## src/rtl/data_memory_pkg.sv

```systemverilog
// Shared definitions for the data_memory responder: FSM encodings, access
// opcode and latency-counter sizing.
package data_memory_pkg;

  typedef enum logic [1:0] {
    DM_IDLE = 2'd0,
    DM_BUSY = 2'd1,
    DM_DONE = 2'd2
  } dm_state_e;

  typedef enum logic {
    DM_OP_READ  = 1'b0,
    DM_OP_WRITE = 1'b1
  } dm_op_e;

  localparam int DM_DEFAULT_LATENCY = 5;

  // Wide enough for the largest legal latency (15).
  localparam int DM_CNT_W = 4;

endpackage

```

## src/rtl/dm_latency_counter.sv

```systemverilog
// Loadable down-counter that times the BUSY phase of a memory access.
// Saturates at zero; load has priority over decrement.
module dm_latency_counter
  import data_memory_pkg::*;
#(
  parameter int WIDTH = DM_CNT_W
) (
  input  logic             i_clk,
  input  logic             i_rst,
  input  logic             i_load,
  input  logic [WIDTH-1:0] i_load_val,
  input  logic             i_dec,
  output logic             o_zero
);

  logic [WIDTH-1:0] r_count;

  // NOTE: sequential state is written with non-blocking assignments only, so
  // every flop samples the pre-edge value of every other flop.
  always_ff @(posedge i_clk) begin
    if (i_rst) begin
      r_count <= '0;
    end else if (i_load) begin
      r_count <= i_load_val;
    end else if (i_dec && (r_count != '0)) begin
      r_count <= r_count - 1'b1;
    end
  end

  assign o_zero = (r_count == '0);

endmodule

```

## src/rtl/data_memory.sv

```systemverilog
// Byte-wide data memory answering the CPU READMEM/WRITEMEM handshake with a
// fixed latency, stalling the CPU through BUSYWAIT while an access is open.
module data_memory
  import data_memory_pkg::*;
#(
  parameter int ADDR_W  = 8,
  parameter int DATA_W  = 8,
  parameter int LATENCY = DM_DEFAULT_LATENCY  // legal range 1..15
) (
  input  logic              CLK,
  input  logic              RESET,
  input  logic              READMEM,
  input  logic              WRITEMEM,
  input  logic [ADDR_W-1:0] ADDRESS,
  input  logic [DATA_W-1:0] WRITEDATA,
  output logic [DATA_W-1:0] READDATA,
  output logic              BUSYWAIT,
  output logic              PROTOCOL_ERR
);

  localparam int DEPTH = 1 << ADDR_W;
  localparam logic [DM_CNT_W-1:0] LOAD_VAL = DM_CNT_W'(LATENCY - 1);

  dm_state_e         r_state;
  dm_state_e         w_next_state;
  dm_op_e            r_op;
  logic [ADDR_W-1:0] r_addr;
  logic [DATA_W-1:0] r_wdata;
  logic [DATA_W-1:0] r_readdata;
  logic              r_protocol_err;
  logic [DATA_W-1:0] r_mem [DEPTH];

  logic w_accept;
  logic w_conflict;
  logic w_complete;
  logic w_cnt_dec;
  logic w_cnt_zero;

  dm_latency_counter #(
    .WIDTH (DM_CNT_W)
  ) u_latency_counter (
    .i_clk      (CLK),
    .i_rst      (RESET),
    .i_load     (w_accept),
    .i_load_val (LOAD_VAL),
    .i_dec      (w_cnt_dec),
    .o_zero     (w_cnt_zero)
  );

  always_ff @(posedge CLK) begin
    if (RESET) begin
      r_state <= DM_IDLE;
    end else begin
      r_state <= w_next_state;
    end
  end

  // NOTE: every output of this block gets a default first, so no path through
  // the case statement can leave a signal unassigned and infer a latch.
  always_comb begin
    w_next_state = r_state;
    BUSYWAIT     = 1'b0;
    w_accept     = 1'b0;
    w_conflict   = 1'b0;
    w_complete   = 1'b0;
    w_cnt_dec    = 1'b0;
    unique case (r_state)
      DM_IDLE: begin
        // Combinational stall so the CPU freezes before the first edge.
        BUSYWAIT   = READMEM ^ WRITEMEM;
        w_accept   = READMEM ^ WRITEMEM;
        w_conflict = READMEM & WRITEMEM;
        if (w_accept) begin
          w_next_state = DM_BUSY;
        end
      end
      DM_BUSY: begin
        BUSYWAIT = 1'b1;
        if (w_cnt_zero) begin
          w_complete   = 1'b1;
          w_next_state = DM_DONE;
        end else begin
          w_cnt_dec = 1'b1;
        end
      end
      DM_DONE: begin
        // Requests are ignored here so a still-held request is not replayed.
        w_next_state = DM_IDLE;
      end
      default: begin
        w_next_state = DM_IDLE;
      end
    endcase
  end

  always_ff @(posedge CLK) begin
    if (RESET) begin
      r_op    <= DM_OP_READ;
      r_addr  <= '0;
      r_wdata <= '0;
    end else if (w_accept) begin
      r_op    <= WRITEMEM ? DM_OP_WRITE : DM_OP_READ;
      r_addr  <= ADDRESS;
      r_wdata <= WRITEDATA;
    end
  end

  always_ff @(posedge CLK) begin
    if (RESET) begin
      r_protocol_err <= 1'b0;
    end else if (w_conflict) begin
      r_protocol_err <= 1'b1;
    end
  end

  always_ff @(posedge CLK) begin
    if (RESET) begin
      r_readdata <= '0;
    end else if (w_complete && (r_op == DM_OP_READ)) begin
      r_readdata <= r_mem[r_addr];
    end
  end

  // NOTE: the storage array is cleared by reset, which forces it into flops
  // rather than a RAM macro; an abandoned access never reaches the write.
  always_ff @(posedge CLK) begin
    if (RESET) begin
      for (int i = 0; i < DEPTH; i++) begin
        r_mem[i] <= '0;
      end
    end else if (w_complete && (r_op == DM_OP_WRITE)) begin
      r_mem[r_addr] <= r_wdata;
    end
  end

  assign READDATA     = r_readdata;
  assign PROTOCOL_ERR = r_protocol_err;

endmodule
```

## config.mk

```make
export PLATFORM = sky130hd
export DESIGN_NAME = data_memory
export DESIGN_NICKNAME = d
export VERILOG_FILES = /design/src/rtl/data_memory_pkg.sv /design/src/rtl/dm_latency_counter.sv /design/src/rtl/data_memory.sv
export SDC_FILE = /design/constraint.sdc
export NUM_CORES = 2
export LEC_CHECK = 0
export ABC_AREA = 1
export BUFFER_PORTS_ARGS = -buffer_cell sky130_fd_sc_hd__buf_2
export CAP_MARGIN = 20
export CELL_PAD_IN_SITES_DETAIL_PLACEMENT = 0
export CELL_PAD_IN_SITES_GLOBAL_PLACEMENT = 1
export CORE_UTILIZATION = 35
export CTS_BUF_LIST = sky130_fd_sc_hd__clkbuf_2
export DETAILED_ROUTE_END_ITERATION = 10
export GPL_ROUTABILITY_DRIVEN = 0
export PLACE_DENSITY = 0.55
export SLEW_MARGIN = 20
export SYNTH_ARGS = -nofsm -noshare
export SYNTH_HDL_FRONTEND = slang
export SYNTH_SLANG_ARGS = --single-unit
export TNS_END_PERCENT = 20
```

## constraint.sdc

```tcl
create_clock -name CLK -period 6.93 [get_ports CLK]
set_clock_uncertainty 0.1 [all_clocks]
set_input_delay 0 -clock CLK [delete_from_list [all_inputs] [get_ports CLK]]
set_output_delay 0 -clock CLK [all_outputs]
set_load 0.02 [all_outputs]
```

==> flow_metrics.env <==
export IMPL_hold_depth=7
export IMPL_io_pins=30
export IMPL_synthSimpleGateAreaFrac_pct=29.9
export IMPL_cap_violations=0
export IMPL_core_area_sq_um=268000
export IMPL_synth_warnings=0
export IMPL_total_leakage_power_uw=0.0423
export IMPL_worstPathRequired_ps=8470
export IMPL_hold_violations=0
export IMPL_clock_fmax_ghz=0.228
export IMPL_synth_top_family_by_area="simple AND/OR/NAND/NOR gates"
export IMPL_syn_nets=10400
export IMPL_synthCells=10400
export IMPL_critPathSlowestCell="nor2_4"
export IMPL_rsz0062_at_grt="false"
export IMPL_finalWirelength_um=342000
export IMPL_dp_cells=13400
export IMPL_ys_ff_latch=2080
export IMPL_detail_route_iter0_violations=5909
export IMPL_die_h_um=522
export IMPL_fin_crit_sh_pct=63.4
export IMPL_grt_first_pass_wirelength_um=496000
export IMPL_synth_common_cells="nand2_1, nor2_1, edfxtp_1"
export IMPL_antenna_found_initial=9
export IMPL_start_kind="register"
export IMPL_slew_viol_final=0
export IMPL_rows=190
export IMPL_wl_met2_um=162000
export IMPL_ant_nets=0
export IMPL_place_hpwl_um=196000
export IMPL_synth_edf_count=2048
export IMPL_synth_fa_ha_area_share_pct=0.0396
export IMPL_cp_arrival_ps=5930
export IMPL_synth_top_area_share_pct=64.9
export IMPL_drive_above_1_share_pct=11.2
export IMPL_wl_met1_um=154000
export IMPL_setup_violations=0
export IMPL_clk_path_buf_depth=4
export IMPL_firstDrtPassIters=7
export IMPL_relSlewSlack_pct=24.2
export IMPL_cts_htree_levels=6
export IMPL_routedWlPerCell_um=23.6
export IMPL_final_nets=10500
export IMPL_fin_crit_ps=4390
export IMPL_yosysSeqAreaShare_pct=65.6
export IMPL_vias=72600
export IMPL_post_cts_buffers=0
export IMPL_synthFlopType="edfxtp_1"
export IMPL_yosysMostFrequentCell="nand2_1"
export IMPL_grt_usage_pct=24.8
export IMPL_topRoutingLayerUsed="met5"
export IMPL_numCtsBuffers=584
export IMPL_cts_root_buffer="clkbuf_2"
export IMPL_peakVddDrop_uv=324
export IMPL_clk_pin_slew_ps=90
export IMPL_fin_tns_setup_ps=0
export IMPL_r2r_end="r_mem[220][6]$_SDFFCE_PN0P_"
export IMPL_cts_tree="yes"
export IMPL_critPathMaxFanout=49
export IMPL_max_stage_delay_ps=810
export IMPL_vias_per_cell=5.01
export IMPL_grt_max_degree=154
export IMPL_synth_area_leaders="edfxtp_1, nand2_1, nor2_1"
export IMPL_rr_startpoint="r_addr[1]$_SDFFE_PP0P_"
export IMPL_worstHoldEndpoint="r_wdata[1]$_SDFFE_PP0P_"
export IMPL_path_cells="nor2_4 -> nand2_2 -> nor2_4 -> buf_4 -> nand2_1 -> nand2_1"
export IMPL_fill_cells=27600
export IMPL_wl_met3_um=18000
export IMPL_clkSinkCount=2080
export IMPL_powerDensity_nw_per_um2=269
export IMPL_synth_avg_cell_area_sq_um=9.15
export IMPL_hp_class="input port to register"
export IMPL_status="complete, no violations"
export IMPL_grt_pass1_vias=73300
export IMPL_crit_type="register to register"
export IMPL_synth_compound_area_share_pct=1.29
export IMPL_post_route_util_pct=38.7
export IMPL_drc=0
export IMPL_synth_largest_area_cell="edfxtp_1"
export IMPL_endpoint_kind="register"
export IMPL_post_synth_num_cell_types=31
export IMPL_async_flop_share_pct=0
export IMPL_synth_xor_area_share_pct=0
export IMPL_clk_latency_ps=2050
export IMPL_stdcell_count=14500
export IMPL_overflow=0
export IMPL_ff2ff_setup_slack_ps=2540
export IMPL_die_area_sq_um=273000
export IMPL_hp_start="WRITEDATA[1]"
export IMPL_max_slew_worst_pin_slew_ps=1130
export IMPL_io_buffers=29
export IMPL_syn2layout_area_growth_pct=9.76
export IMPL_die_w_um=522
export IMPL_syn_area_sq_um=94700
export IMPL_start_util_pct=35.3
export IMPL_synth_mux_area_share_pct=0
export IMPL_reg2reg_depth=6
through the flow:
step | total power [uW] | cell area (sq um) | setup WS [ps] | hold WS [ps]
CTS | 28300 | 104000 | 2480 | 5.00
finish | 27900 | 104000 | 2540 | 320
global route | 29200 | 104000 | 2340 | 256
detailed placement | 18900 | 97800 | 2540 | 183
global placement | 18900 | 97800 | 2500 | 184
floorplan | 17000 | 94700 | 4650 | -30.9
state kept, by name, indices dropped and copies added, names as in the netlist:
name	flops
READDATA	8
PROTOCOL_ERR	1
r_addr	8
u_latency_counter.r_count	4
r_wdata	8
r_state	2
r_op	1
r_mem	2048
routing by layer:
layer  GRT usage (%)  vias to the layer above
met4            6.52                        2
li1                -                    34100
met5               0                        -
met3            3.58                      437
met2            41.0                     2072
met1            34.1                    36000
worst max path at each step:
stage,end,startpoint,slack [ps]
2_1_floorplan,r_mem[244][0]$_SDFFCE_PN0P_,u_latency_counter.r_count[1]$_SDFFE_PP0P_,4650
3_3_place_gp,READDATA[5]$_SDFFE_PP0P_,r_addr[1]$_SDFFE_PP0P_,2500
3_5_place_dp,READDATA[6]$_SDFFE_PP0P_,r_addr[1]$_SDFFE_PP0P_,2540
4_1_cts,READDATA[6]$_SDFFE_PP0P_,r_addr[1]$_SDFFE_PP0P_,2480
5_1_grt,READDATA[5]$_SDFFE_PP0P_,r_addr[0]$_SDFFE_PP0P_,2340
6_report,r_mem[220][6]$_SDFFCE_PN0P_,r_addr[1]$_SDFFE_PP0P_,2540
critical path, delay by kind of cell, from the launching register on:
family,cells,cell delay [ps]
buf+inv,1,610
flops,1,570
simple gates,5,2650
layout make-up:
| class | count | area, sq um | area share (%) |
|---|---|---|---|
| diodes | 4 | 10.0 | 0.00963 |
| clock buffers | 853 | 4270 | 4.11 |
| clock inverters | 168 | 1020 | 0.986 |
| inverters | 43 | 264 | 0.254 |
| multi-input cells | 7575 | 29700 | 28.6 |
| flip-flops and latches | 2080 | 62100 | 59.8 |
| well taps | 3552 | 4440 | 4.28 |
| repair buffers | 219 | 2080 | 2.00 |
cells by family (layout without fill, tap and decap cells):
kind of cell | after synthesis | in the layout
AO/OA/AOI/OAI | 239 | 239
other | 0 | 4
AND/OR/NAND/NOR | 7333 | 7333
adder cells (fa/ha/maj) | 3 | 3
buffers and inverters | 698 | 1283
flip-flops | 2080 | 2080
power breakdown:
| part | switching, uW | internal (uW) |
|---|---|---|
| logic | 3490 | 792 |
| clock network | 5610 | 3680 |
| registers | 184 | 14200 |
cell usage in the layout (no fill, tap or decap), types with 2 or more instances in the layout:
cell type,netlist,layout
a21oi_1,108,108
a22oi_1,4,4
buf_12,0,24
buf_2,168,29
buf_4,19,83
bufinv_16,0,10
clkbuf_2,0,853
clkinv_1,8,108
clkinv_2,2,12
clkinv_4,0,11
clkinvlp_4,0,13
dfxtp_1,32,30
dfxtp_4,0,2
diode_2,0,4
dlygate4sd3_1,0,83
edfxtp_1,2048,2048
ha_1,3,3
inv_1,18,17
inv_2,15,23
inv_6,0,5
inv_8,0,12
nand2_1,4570,4568
nand2_2,114,116
nand2_4,3,3
nand3_1,133,133
nand4_1,91,91
nor2_1,2394,2388
nor2_2,15,9
nor2_4,11,23
o21ai_0,79,79
o21ai_1,43,43
what timing repair did:
| item | CTS | global route |
|---|---|---|
| hold buffers | 83 | 0 |
| hold endpoints to repair | 4128 | 0 |
| resized for setup | 0 | 0 |
(Power assumes the default switching activity.)
